<file path="src/rtl/layer_compositor.sv">
// -----------------------------------------------------------------------------
// layer_compositor
//
// Pipelined layer priority mux for the game display path. For each pixel it
// picks the highest-priority visible layer (index 0 wins) out of N_LAYERS
// sprite/tile layers and forwards that layer's pixel ROM address. Layer
// enables and blink masks are shadowed and only take effect at frame_start.
// A per-frame collision flag reports whether layers COLL_A and COLL_B
// overlapped anywhere in the previous frame.
//
// Latency: 2 cycles from inputs to pixel_addr/layer_sel/notBlank/out_valid.
// Throughput: one pixel per cycle, no stalls.
//
// Optional build macro:
//   LAYER_COMPOSITOR_COLL_COUNT_EN - adds coll_count, the number of colliding
//                                    pixels in the previous frame
//                                    (saturating at 16'hFFFF).
//
// Ports:
//   clk             in   system clock
//   rst             in   synchronous active-high reset
//   frame_start     in   one-cycle pulse on the first pixel of a frame
//   pix_valid       in   current input pixel lies in the active area
//   layer_hit       in   per-layer "object covers this pixel" flags
//   layer_addr      in   packed per-layer addresses, layer i at [i*ADDR_W +: ADDR_W]
//   layer_en_next   in   layer enables to apply from the next frame
//   blink_mask_next in   layers to blink from the next frame
//   pixel_addr      out  address of the selected layer (0 when blank)
//   notBlank        out  some visible layer was selected
//   layer_sel       out  index of the selected layer (0 when blank)
//   out_valid       out  pix_valid aligned with the outputs
//   coll_flag       out  COLL_A/COLL_B overlapped in the previous frame
//   coll_count      out  (macro only) colliding pixel count of previous frame
// -----------------------------------------------------------------------------
module layer_compositor #(
    parameter  int N_LAYERS   = 6,
    parameter  int ADDR_W     = 17,
    parameter  int BLINK_LOG2 = 3,
    parameter  int COLL_A     = 1,
    parameter  int COLL_B     = 2,
    localparam int SEL_W      = (N_LAYERS > 1) ? $clog2(N_LAYERS) : 1
) (
    input  logic                         clk,
    input  logic                         rst,
    input  logic                         frame_start,
    input  logic                         pix_valid,
    input  logic [N_LAYERS-1:0]          layer_hit,
    input  logic [N_LAYERS*ADDR_W-1:0]   layer_addr,
    input  logic [N_LAYERS-1:0]          layer_en_next,
    input  logic [N_LAYERS-1:0]          blink_mask_next,
    output logic [ADDR_W-1:0]            pixel_addr,
    output logic                         notBlank,
    output logic [SEL_W-1:0]             layer_sel,
    output logic                         out_valid,
`ifdef LAYER_COMPOSITOR_COLL_COUNT_EN
    output logic [15:0]                  coll_count,
`endif
    output logic                         coll_flag
);

    // ------------------------------------------------------------------
    // Frame-synchronous shadow state
    // ------------------------------------------------------------------
    logic [N_LAYERS-1:0]   en_active_q,    en_active_d;
    logic [N_LAYERS-1:0]   blink_active_q, blink_active_d;
    logic [BLINK_LOG2:0]   fcnt_q,         fcnt_d;
    logic                  coll_acc_q,     coll_acc_d;
    logic                  coll_flag_q,    coll_flag_d;

    // Stage 1 registers
    logic [N_LAYERS-1:0]        vis_q;
    logic [N_LAYERS*ADDR_W-1:0] addr_q;
    logic                       valid_q;

    // Stage 2 (output) registers
    logic [ADDR_W-1:0] pixel_addr_q, pixel_addr_d;
    logic [SEL_W-1:0]  layer_sel_q,  layer_sel_d;
    logic              not_blank_q,  not_blank_d;
    logic              out_valid_q;

    logic                blink_phase;
    logic [N_LAYERS-1:0] vis;
    logic                coll_now;
    logic                found;

    // Blink phase toggles every 2^BLINK_LOG2 frames; a blinking layer is
    // hidden during the odd half-period.
    assign blink_phase = fcnt_q[BLINK_LOG2];
    assign vis         = layer_hit & en_active_q
                         & ~(blink_active_q & {N_LAYERS{blink_phase}});

    // Collision ignores blink so an invincibility blink still collides.
    assign coll_now = pix_valid
                      & layer_hit[COLL_A] & en_active_q[COLL_A]
                      & layer_hit[COLL_B] & en_active_q[COLL_B];

    // ------------------------------------------------------------------
    // Next-state logic
    // ------------------------------------------------------------------
    // NOTE: every variable gets a default at the top of always_comb so no
    // path leaves it unassigned and no latch is inferred.
    always_comb begin
        en_active_d    = en_active_q;
        blink_active_d = blink_active_q;
        fcnt_d         = fcnt_q;
        coll_acc_d     = coll_acc_q | coll_now;
        coll_flag_d    = coll_flag_q;

        // The frame_start pixel itself was already evaluated with the old
        // shadow values above; the new ones apply from the next cycle.
        if (frame_start) begin
            en_active_d    = layer_en_next;
            blink_active_d = blink_mask_next;
            fcnt_d         = fcnt_q + 1'b1;
            coll_flag_d    = coll_acc_q;
            coll_acc_d     = coll_now;
        end
    end

    // Stage 2: lowest set index of vis wins.
    // NOTE: blocking assignments inside always_comb model combinational
    // ordering (found must update within the loop); sequential state below
    // uses non-blocking assignments only.
    always_comb begin
        pixel_addr_d = '0;
        layer_sel_d  = '0;
        not_blank_d  = 1'b0;
        found        = 1'b0;
        if (valid_q) begin
            for (int i = 0; i < N_LAYERS; i++) begin
                if (!found && vis_q[i]) begin
                    found        = 1'b1;
                    pixel_addr_d = addr_q[i*ADDR_W +: ADDR_W];
                    layer_sel_d  = SEL_W'(i);
                    not_blank_d  = 1'b1;
                end
            end
        end
    end

    // ------------------------------------------------------------------
    // Registers
    // ------------------------------------------------------------------
    always_ff @(posedge clk) begin
        if (rst) begin
            en_active_q    <= '1;
            blink_active_q <= '0;
            fcnt_q         <= '0;
            coll_acc_q     <= 1'b0;
            coll_flag_q    <= 1'b0;
            valid_q        <= 1'b0;
            pixel_addr_q   <= '0;
            layer_sel_q    <= '0;
            not_blank_q    <= 1'b0;
            out_valid_q    <= 1'b0;
        end else begin
            en_active_q    <= en_active_d;
            blink_active_q <= blink_active_d;
            fcnt_q         <= fcnt_d;
            coll_acc_q     <= coll_acc_d;
            coll_flag_q    <= coll_flag_d;
            valid_q        <= pix_valid;
            pixel_addr_q   <= pixel_addr_d;
            layer_sel_q    <= layer_sel_d;
            not_blank_q    <= not_blank_d;
            out_valid_q    <= valid_q;
        end
    end

    // NOTE: stage-1 datapath registers carry no reset; their contents are
    // ignored whenever valid_q is 0, which reset guarantees.
    always_ff @(posedge clk) begin
        vis_q  <= vis;
        addr_q <= layer_addr;
    end

`ifdef LAYER_COMPOSITOR_COLL_COUNT_EN
    // ------------------------------------------------------------------
    // Colliding-pixel counter (saturating)
    // ------------------------------------------------------------------
    logic [15:0] coll_cnt_q,   coll_cnt_d;
    logic [15:0] coll_count_q, coll_count_d;

    always_comb begin
        coll_count_d = coll_count_q;
        if (coll_cnt_q == 16'hFFFF) begin
            coll_cnt_d = coll_cnt_q;
        end else begin
            coll_cnt_d = coll_cnt_q + 16'(coll_now);
        end
        if (frame_start) begin
            coll_count_d = coll_cnt_q;
            coll_cnt_d   = 16'(coll_now);
        end
    end

    always_ff @(posedge clk) begin
        if (rst) begin
            coll_cnt_q   <= '0;
            coll_count_q <= '0;
        end else begin
            coll_cnt_q   <= coll_cnt_d;
            coll_count_q <= coll_count_d;
        end
    end

    assign coll_count = coll_count_q;
`endif

    assign pixel_addr = pixel_addr_q;
    assign layer_sel  = layer_sel_q;
    assign notBlank   = not_blank_q;
    assign out_valid  = out_valid_q;
    assign coll_flag  = coll_flag_q;

endmodule

</file>
<file path="config.mk">
export PLATFORM = sky130hd
export DESIGN_NAME = layer_compositor
export DESIGN_NICKNAME = d
export VERILOG_FILES = /design/src/rtl/layer_compositor.sv
export SDC_FILE = /design/constraint.sdc
export NUM_CORES = 1
export LEC_CHECK = 0
export BUFFER_PORTS_ARGS = -buffer_cell sky130_fd_sc_hd__buf_4
export CAP_MARGIN = 10
export CORE_MARGIN = 2
export CORE_UTILIZATION = 39
export CTS_CLUSTER_SIZE = 14
export DETAILED_ROUTE_END_ITERATION = 8
export PLACE_DENSITY = 0.73
export SLEW_MARGIN = 30
export SYNTH_ARGS = -nofsm -noshare
export SYNTH_HDL_FRONTEND = slang
export SYNTH_SLANG_ARGS = --single-unit
export TNS_END_PERCENT = 20
</file>
<file path="constraint.sdc">
create_clock -name clk -period 1.4 [get_ports clk]
set_input_delay 0.14 -clock clk [delete_from_list [all_inputs] [get_ports clk]]
set_output_delay 0.14 -clock clk [all_outputs]
set_load 0.02 [all_outputs]
</file>
-- Yosys cells after proc, flatten, opt, wreduce, memory -nomap -nowiden
Cells that the tools add are included.
- flip-flop bits (word level): 149
- bits in latches: 0
- memory bits (writable): 0
- memory bits (read-only): 0
- input port bits: 124
- output and inout port bits: 23
- memories kept: 0
- add/sub/neg operators: 1
- multipliers: 0
- divide/modulo/power cells: 0
- $lt $le $gt $ge: 0
- equality and inequality tests: 0
- shift-type cells: 0
- multiplexer cells: 27
- bitwise logic cells: 10
- reduce and logical (&&, ||, !) cells: 12
- operators with widths (kind ; number):
    $mux W17 ; 6
    $and A6 B6 Y6 ; 3
    $mux W1 ; 17
    $mux W3 ; 4
    $not A6 Y6 ; 1
    $logic_and A1 B1 Y1 ; 5
    $logic_not A1 Y1 ; 5
    $add A4 B1 Y4 const B ; 1
    $and A1 B1 Y1 ; 4
    $reduce_or A4 Y1 ; 1
    $reduce_or A2 Y1 ; 1
    $not A1 Y1 ; 1
    $or A1 B1 Y1 ; 1

-- Longest topological paths before layout
Gate-level depths: netlist of the first run.
- depth after elaboration: 21
- depth in mapped cells: 7
- gate-level depth less buffers: 4

-- Least setup slack after synthesis of the first run
Ideal clock, no wire load.
- kind: register to register
- start point: register vis_q[2]
- end point: register pixel_addr_q[7] (netlist: pixel_addr[7])
- library setup time: 0.092 ns
- arrival time: 1.390 ns
- data required time: 1.308 ns
- path slack: -0.082 ns
- cell stages (with the launch flop): 6
- period minus slack after synthesis: 1.482 ns
- cells stage by stage: dfxtp_1 > buf_6 > nor4b_4 > buf_6 > a221oi_1 > o32ai_1
- longest elaborated chain between the ends: 14
- elaborated cells between the ends (all ways): 17
- RTL lines (item ; RTL line ; text):
    start: declaration ; 71 ; logic [N_LAYERS-1:0] vis_q;
    start signal: assignment ; 173 ; vis_q <= vis;
    $logic_and A1 B1 Y1 * ; 131 ; if (!found && vis_q[i]) begin
    $mux W1 ; 131 ;
    $mux W1 ; 129 ; if (valid_q) begin
    $logic_not A1 Y1 ; 131 ;
    $logic_and A1 B1 Y1 ; 131 ;
    $mux W1 ; 131 ;
    $mux W1 ; 129 ;
    $logic_not A1 Y1 ; 131 ;
    $logic_and A1 B1 Y1 ; 131 ;
    $mux W1 ; 131 ;
    $mux W1 ; 129 ;
    $logic_not A1 Y1 ; 131 ;
    $logic_and A1 B1 Y1 ; 131 ;
    $mux W17 * ; 131 ;
    end signal: assignment ; 163 ; pixel_addr_q <= pixel_addr_d;
    end: declaration ; 76 ; logic [ADDR_W-1:0] pixel_addr_q, pixel_addr_d;
Every way passes the cells marked *; elsewhere a longest branch is shown, timed or not. The select of a mux whose other input is x is not followed.
A chain may end at the register's enable or synchronous reset.

-- Final worst setup path of the first run
- start point: register vis_q[2]
- end point: register pixel_addr_q[12] (netlist: pixel_addr[12])
Same word-level chain as after synthesis.

==> results of run 1 <==
==> report_power, final <==
part | internal, mW | total (mW) | leakage, nW | switching, mW
Clock | 2.96 | 4.64 | 0.292 | 1.69
Sequential | 4.47 | 4.57 | 1.25 | 0.103
Combinational | 0.682 | 1.13 | 1.76 | 0.444
==> Yosys cell counts, drive strengths merged <==
| cell type | n |
|---|---|
| and2 | 1 |
| clkinv | 1 |
| nand4 | 1 |
| nor2b | 7 |
| o21ai | 34 |
| mux2i | 8 |
| a21oi | 28 |
| nor4b | 1 |
| xnor2 | 1 |
| nor4 | 2 |
| a221oi | 16 |
| nand2b | 17 |
| nand3 | 1 |
| dfxtp | 149 |
| nand3b | 1 |
| nor2 | 15 |
| xor2 | 2 |
| o2bb2a | 1 |
| clkbuf | 14 |
| buf | 11 |
| a31oi | 1 |
| inv | 3 |
| nand2 | 42 |
| o32ai | 16 |
| ha | 1 |
| a211o | 6 |
==> flip-flops by register name (all words and copies together) (netlist names), 3 cells and up <==
signal / count
fcnt_q: 4
vis_q: 6
en_active_q: 6
layer_sel: 3
pixel_addr: 17
addr_q: 102
blink_active_q: 6
==> layout make-up <==
class	count	area [µm²]
clock buffer	20	445.4
inverter	4	15.01
multi-input combinational	202	1291
tap	140	175.2
fill	739	3243
clock inverter	10	155.1
timing repair buffer	288	2524
sequential	149	2992
==> timing repair <==
action / 4_1_cts / 5_1_grt
setup endpoints to repair: 17 / 18
hold buffers: 121 / 0
setup buffers: 0 / 0
gates cloned: 0 / 1
pin swaps: 7 / 6
hold endpoints to repair: 121 / 0
resized for setup: 24 / 11
==> logic make-up (layout without fill, tap and decap cells) <==
| logic type | Yosys count | after routing | synth area share [%] |
|---|---|---|---|
| buffers and inverters | 29 | 322 | 3.339 |
| flip-flops | 149 | 149 | 68.62 |
| adder cells (fa/ha/maj) | 1 | 1 | 0.2878 |
| multiplexers | 8 | 8 | 1.842 |
| AO/OA/AOI/OAI | 102 | 102 | 15.17 |
| XOR/XNOR | 3 | 3 | 0.6046 |
| AND/OR/NAND/NOR | 88 | 88 | 10.13 |
==> metrics by stage <==
| stage | setup WS (ns) | utilization [%] |
|---|---|---|
| after global routing | -0.1666 | 70.08 |
| after detailed placement | -0.2209 | 52.37 |
| after floorplan | -0.01425 | - |
| after CTS | -0.1105 | 69.38 |
| final | -0.1152 | 70.08 |
| after global placement | -0.1491 | 52.37 |
==> final timing paths <==
check,end,depth (start not counted),slack [ns],startpoint
worst max-delay path,pixel_addr[12],5,-0.12,vis_q[2]
worst min-delay path,fcnt_q[0],3,0.04,rst
worst max register to register,pixel_addr[12],5,-0.12,vis_q[2]
worst min register to register,vis_q[0],2,0.43,en_active_q[0]
==> metal layers <==
metal	track usage, %	wire length, µm	up-vias	share of wire, %
li1	-	-	1881	-
met1	23.04	5019	1854	36
met2	44.58	7590	168	54
met3	7.647	1103	35	7.8
met4	8.770	360	0	2.6
met5	0	0	-	0
==> worst max-delay path, delay by kind of cell (launching register included) <==
kind | cells | cell delay, ns
buffers and inverters | 1 | 0.13
DFF | 1 | 0.37
and+or+nand+nor | 2 | 0.58
AOI/OAI and AO/OA | 2 | 0.33
==> reports/qor.csv, run 1 <==
stage,metric,value,unit
die,rows,38,
min_path,hold_path_class,input port to flop,
sta,finalSetupViolCount,17,
synthesis,ys_seq_area_share,68.62,%
grt,grt_max_degree,36,
setup_path,critPathMaxStageDelay,0.37,ns
sta,slew_headroom,68.90,%
drt,drtIter0Drc,230,
drt,via_per_inst,4.844,
synthesis,synth_area_leaders,"dfxtp_1 (69%), o21ai_0 (3.9%), nand2_1 (3.6%)",
outcome,outcome,"complete, but fails checks",
cells_and_area,stdcell_area,0.007597,mm²
grt,antenna_found_initial,0,
clock_network,cts-root-buf,clkbuf_8,
synthesis,synth_fp_nets,505,
sta,fin_skew,0.008333,ns
pwr,total_power,10.34,mW
sta,rsz0062_at_grt,yes,
drt,routedWlPerCell,17.31,µm
clock_network,clock_path_buffers,2,
setup_path,critPathCaptureType,flop,
die,core_area,0.01084,mm²
drt,ant_nets,0,
sta,slew_violations,0,
place,port_buffers,146,
setup_path,cp_max_fo,7,
sta,holdWs,0.03614,ns
setup_path,worstSetupStartpointType,flop,
sta,period_share,108.2,%
drt,drt_pass1_iterations,5,
die,pin_count,147,
clock_network,cts_tree,done,
setup_path,worstPathArrival,1.93,ns
outcome,violations,negative setup slack,
pwr,powerDensity,1361,mW/mm²
cells_and_area,final_common_cell,buf_4,
grt,grt_pass1_vias,4223,
clock_network,numClockSinks,149,
die,start_util,40.10,%
cells_and_area,nets,787,
clock_network,clk_pin_slew,0.06,ns
grt,grt_pass1_wl,20.43,mm
synthesis,ys_warn_count,0,
run,maxCapViolations,0,
cells_and_area,final_cells,813,
sta,worst_pin_slew,0.4637,ns
synthesis,yosysTopAreaCell,dfxtp_1,
synthesis,synth_cell_types,30,
place,placed_area,0.005677,mm²
clock_network,cts_buffers,17,
sta,post-route-min-period,1.515,ns
cells_and_area,final_cell_mix,"buf_4 (162), dfxtp_1 (146), dlygate4sd3_1 (121)",
clock_network,clk_latency,0.53,ns
place,gp_congestion,0.8506,
setup_path,setup.worst_path.class,flop to flop,
drt,drc_errors,0,
cells_and_area,area_growth,74.78,%
sta,fmaxAchievable,660.0,MHz
synthesis,synth_top_area_share,68.62,%
setup_path,path_cells,"nor4_4, and2_4, buf_12, a221oi_2, o32ai_1",
pwr,peakVddDrop,0.0009770,V
die,die_w,109.6,µm
sta,hold_viol_final,0,
drt,routed_wl,14.07,mm
setup_path,required,1.82,ns
place,dp_hpwl,8.326,mm
sta,tns,-1.352,ns
setup_path,slowest_stage,dfxtp_4,
pwr,p_leak,3.297,nW
synthesis,ys_ff_latch,149,
grt,grt.total_usage,23.28,%
die,design.die.area,0.01201,mm²
drt,vias,3938,
synthesis,syn_inst,380,
sta,setup_ws,-0.1152,ns
cells_and_area,layout-drive-gt1-share,31.95,%
clock_network,h-tree-depth,4,
die,die_y,109.6,µm
cells_and_area,antennaDiodeCount,0,
place,dp_cells,661,
synthesis,synth_area,0.004347,mm²
synthesis,avgSynthCellArea,11.44,µm²
grt,grt_remaining_overflow,0,
(Power assumes the default switching activity.)
==> run 2: changes to the inputs <==
PLACE_DENSITY = 0.71   (was 0.73)
clock period = 1.7 ns   (was 1.4 ns; I/O delays follow)
==> run 2 against run 1 <==
  * The run now ends clean
  * Clock-buffer cell count did not move
  * Critical path depth rose by 1
  * Final cell count rose by 0.49%
  * First-iteration DRC count fell by 24%
  * Clock power fell by 27%
  * Highest routed layer unchanged
==> reports/qor.csv, run 2 (synthesis results as in run 1) <==
stage,metric,value,unit,change
drt,ant_nets,0,,unchanged
outcome,outcome,"complete, no violations",,
drt,routedWlPerCell,16.80,µm,-2.9%
cells_and_area,final_util,69.36,%,-0.73 points
place,port_buffers,146,,unchanged
min_path,hold_path_class,input port to flop,,
setup_path,path_cells,"buf_8, nor4_4, and2_4, clkbuf_16, a221oi_1, o32ai_1",,
die,rows,38,,unchanged
setup_path,cp_max_fo,8,,+1
clock_network,cts_tree,done,,
grt,grt_remaining_overflow,0,,unchanged
sta,finalSetupViolCount,0,,-17
die,design.die.area,0.01201,mm²,unchanged
sta,slew_violations,0,,unchanged
min_path,hold_start,frame_start,,
cells_and_area,final_common_cell,buf_4,,
setup_path,worstSetupStartpointType,flop,,
grt,antenna_found_initial,0,,unchanged
die,die_w,109.6,µm,unchanged
setup_path,critPathMaxStageDelay,0.35,ns,-0.02 ns
cells_and_area,nets,789,,+0.25%
clock_network,clk_latency,0.51,ns,-0.02 ns
die,start_util,40.10,%,unchanged
sta,fmaxAchievable,611.2,MHz,-7.4%
sta,slew_headroom,66.10,%,-2.8 points
grt,grt_pass1_vias,4236,,+0.31%
cells_and_area,layout-drive-gt1-share,29.39,%,-2.6 points
sta,post-route-min-period,1.636,ns,+0.1209 ns
drt,drt_pass1_iterations,4,,-1
drt,drtIter0Drc,175,,-24%
sta,hold_viol_final,0,,unchanged
drt,routed_wl,13.73,mm,-2.5%
setup_path,ff2ff_setup_slack,0.06,ns,+0.18 ns
pwr,peakVddDrop,0.0007673,V,-21%
place,gp_congestion,0.7693,,-9.6%
clock_network,clock_path_buffers,2,,unchanged
drt,drc_errors,0,,unchanged
min_path,hold_end,fcnt_q[1],,
setup_path,critPathCaptureType,flop,,
clock_network,h-tree-depth,4,,unchanged
die,core_area,0.01084,mm²,unchanged
grt,grt.total_usage,22.85,%,-0.43 points
die,pin_count,147,,unchanged
cells_and_area,area_growth,72.97,%,
cells_and_area,final_cell_mix,"buf_4 (155), dfxtp_1 (148), dlygate4sd3_1 (129)",,
setup_path,rr_startpoint,vis_q[1],,
cells_and_area,largest_reg_flops,102,,unchanged
sta,tns,0,ns,+1.352 ns
grt,grt_max_degree,30,,-17%
drt,via_per_inst,4.744,,-2.1%
drt,vias,3876,,-1.6%
clock_network,clk_pin_slew,0.06,ns,about the same
place,dp_hpwl,7.969,mm,-4.3%
die,die_y,109.6,µm,unchanged
setup_path,setup.worst_path.class,flop to flop,,
sta,fin_skew,0.008248,ns,-0.00008477 ns
grt,grt_pass1_wl,20.18,mm,-1.2%
setup_path,worstPathArrival,2.05,ns,+0.12 ns
sta,worst_pin_slew,0.5053,ns,+0.04166 ns
clock_network,cts-root-buf,clkbuf_8,,
setup_path,slowest_stage,nor4_4,,
setup_path,r2r_cells,6,,+1
setup_path,required,2.11,ns,+0.29 ns
cells_and_area,antennaDiodeCount,0,,unchanged
run,maxCapViolations,0,,unchanged
min_path,whs_path_depth,3,,unchanged
clock_network,numClockSinks,149,,unchanged
pwr,powerDensity,1074,mW/mm²,-21%
pwr,p_leak,3.262,nW,-1.0%
cells_and_area,regMostFlops,addr_q,,
clock_network,cts_buffers,17,,unchanged
setup_path,r2r_end,pixel_addr[10],,
sta,period_share,96.24,%,-12 points
-- run 2: changes by cell type in the layout (fill, tap and decap cells not counted), sizes merged --
cell	change
dlygate4sd3	+8
bufinv	-4
buf	-6
inv	+4
clkinvlp	+2
-- run 2: layer usage --
layer  vias up  global-route usage [%]  share of wire, %
li1       1892                       -                 -
met3        24                   6.461               6.9
met4         0                   10.04               2.0
met5         -                       0                 0
met1      1798                   23.72                39
met2       162                   42.50                52
-- run 2: worst max path at each step --
stage / start / endpoint / cells after the start
2_1_floorplan: vis_q[2] / pixel_addr[7] / 5
3_3_place_gp: vis_q[1] / pixel_addr[10] / 5
3_5_place_dp: vis_q[2] / pixel_addr[8] / 4
4_1_cts: vis_q[1] / pixel_addr[0] / 5
5_1_grt: vis_q[1] / pixel_addr[2] / 6
6_report: vis_q[1] / pixel_addr[10] / 6
-- run 2: timing repair --
action	in CTS	in global routing
gates resized for setup	0	7
hold endpoints to repair	127	0
setup endpoints to repair	0	17
hold buffers	129	0
setup buffers	0	3
-- run 2: worst max-delay path, delay by kind of cell, from the launching register on --
| family | cells | cell delay (ns) |
|---|---|---|
| and+or+nand+nor | 2 | 0.60 |
| DFF | 1 | 0.33 |
| AOI/OAI and AO/OA | 2 | 0.35 |
| buffers and inverters | 2 | 0.27 |
-- run 2: final cells by class --
class                   instances  area (µm²)
fillers                       772        3322
flip-flops and latches        149        2984
repair buffers                290        2566
multi-input cells             202        1230
clock buffers                  20       455.4
well taps                     140       175.2
clock inverters                12       92.59
inverters                       4       15.01
-- run 2: power by group --
| part | internal (mW) | total [mW] | switching, mW |
|---|---|---|---|
| sequential | 3.68 | 3.76 | 0.0760 |
| combinational | 0.559 | 0.926 | 0.367 |
| clock | 1.93 | 3.39 | 1.46 |
| total | 6.17 | 8.07 | 1.91 |
-- run 2: per-stage QoR --
stage | cells | power, mW | worst slack, ns | hold slack [ns] | instance area (µm²)
after floorplan | 380 | 4.094 | 0.2179 | 0.1977 | 4347
after global placement | 652 | 4.449 | 0.1498 | 0.2752 | 5608
after detailed placement | 652 | 4.464 | 0.03611 | 0.2756 | 5608
after CTS | 813 | 8.067 | 0.004866 | 0.1018 | 7447
after global routing | 817 | 8.336 | -0.01419 | 0.1516 | 7518
final | 817 | 8.072 | 0.06391 | 0.1468 | 7518
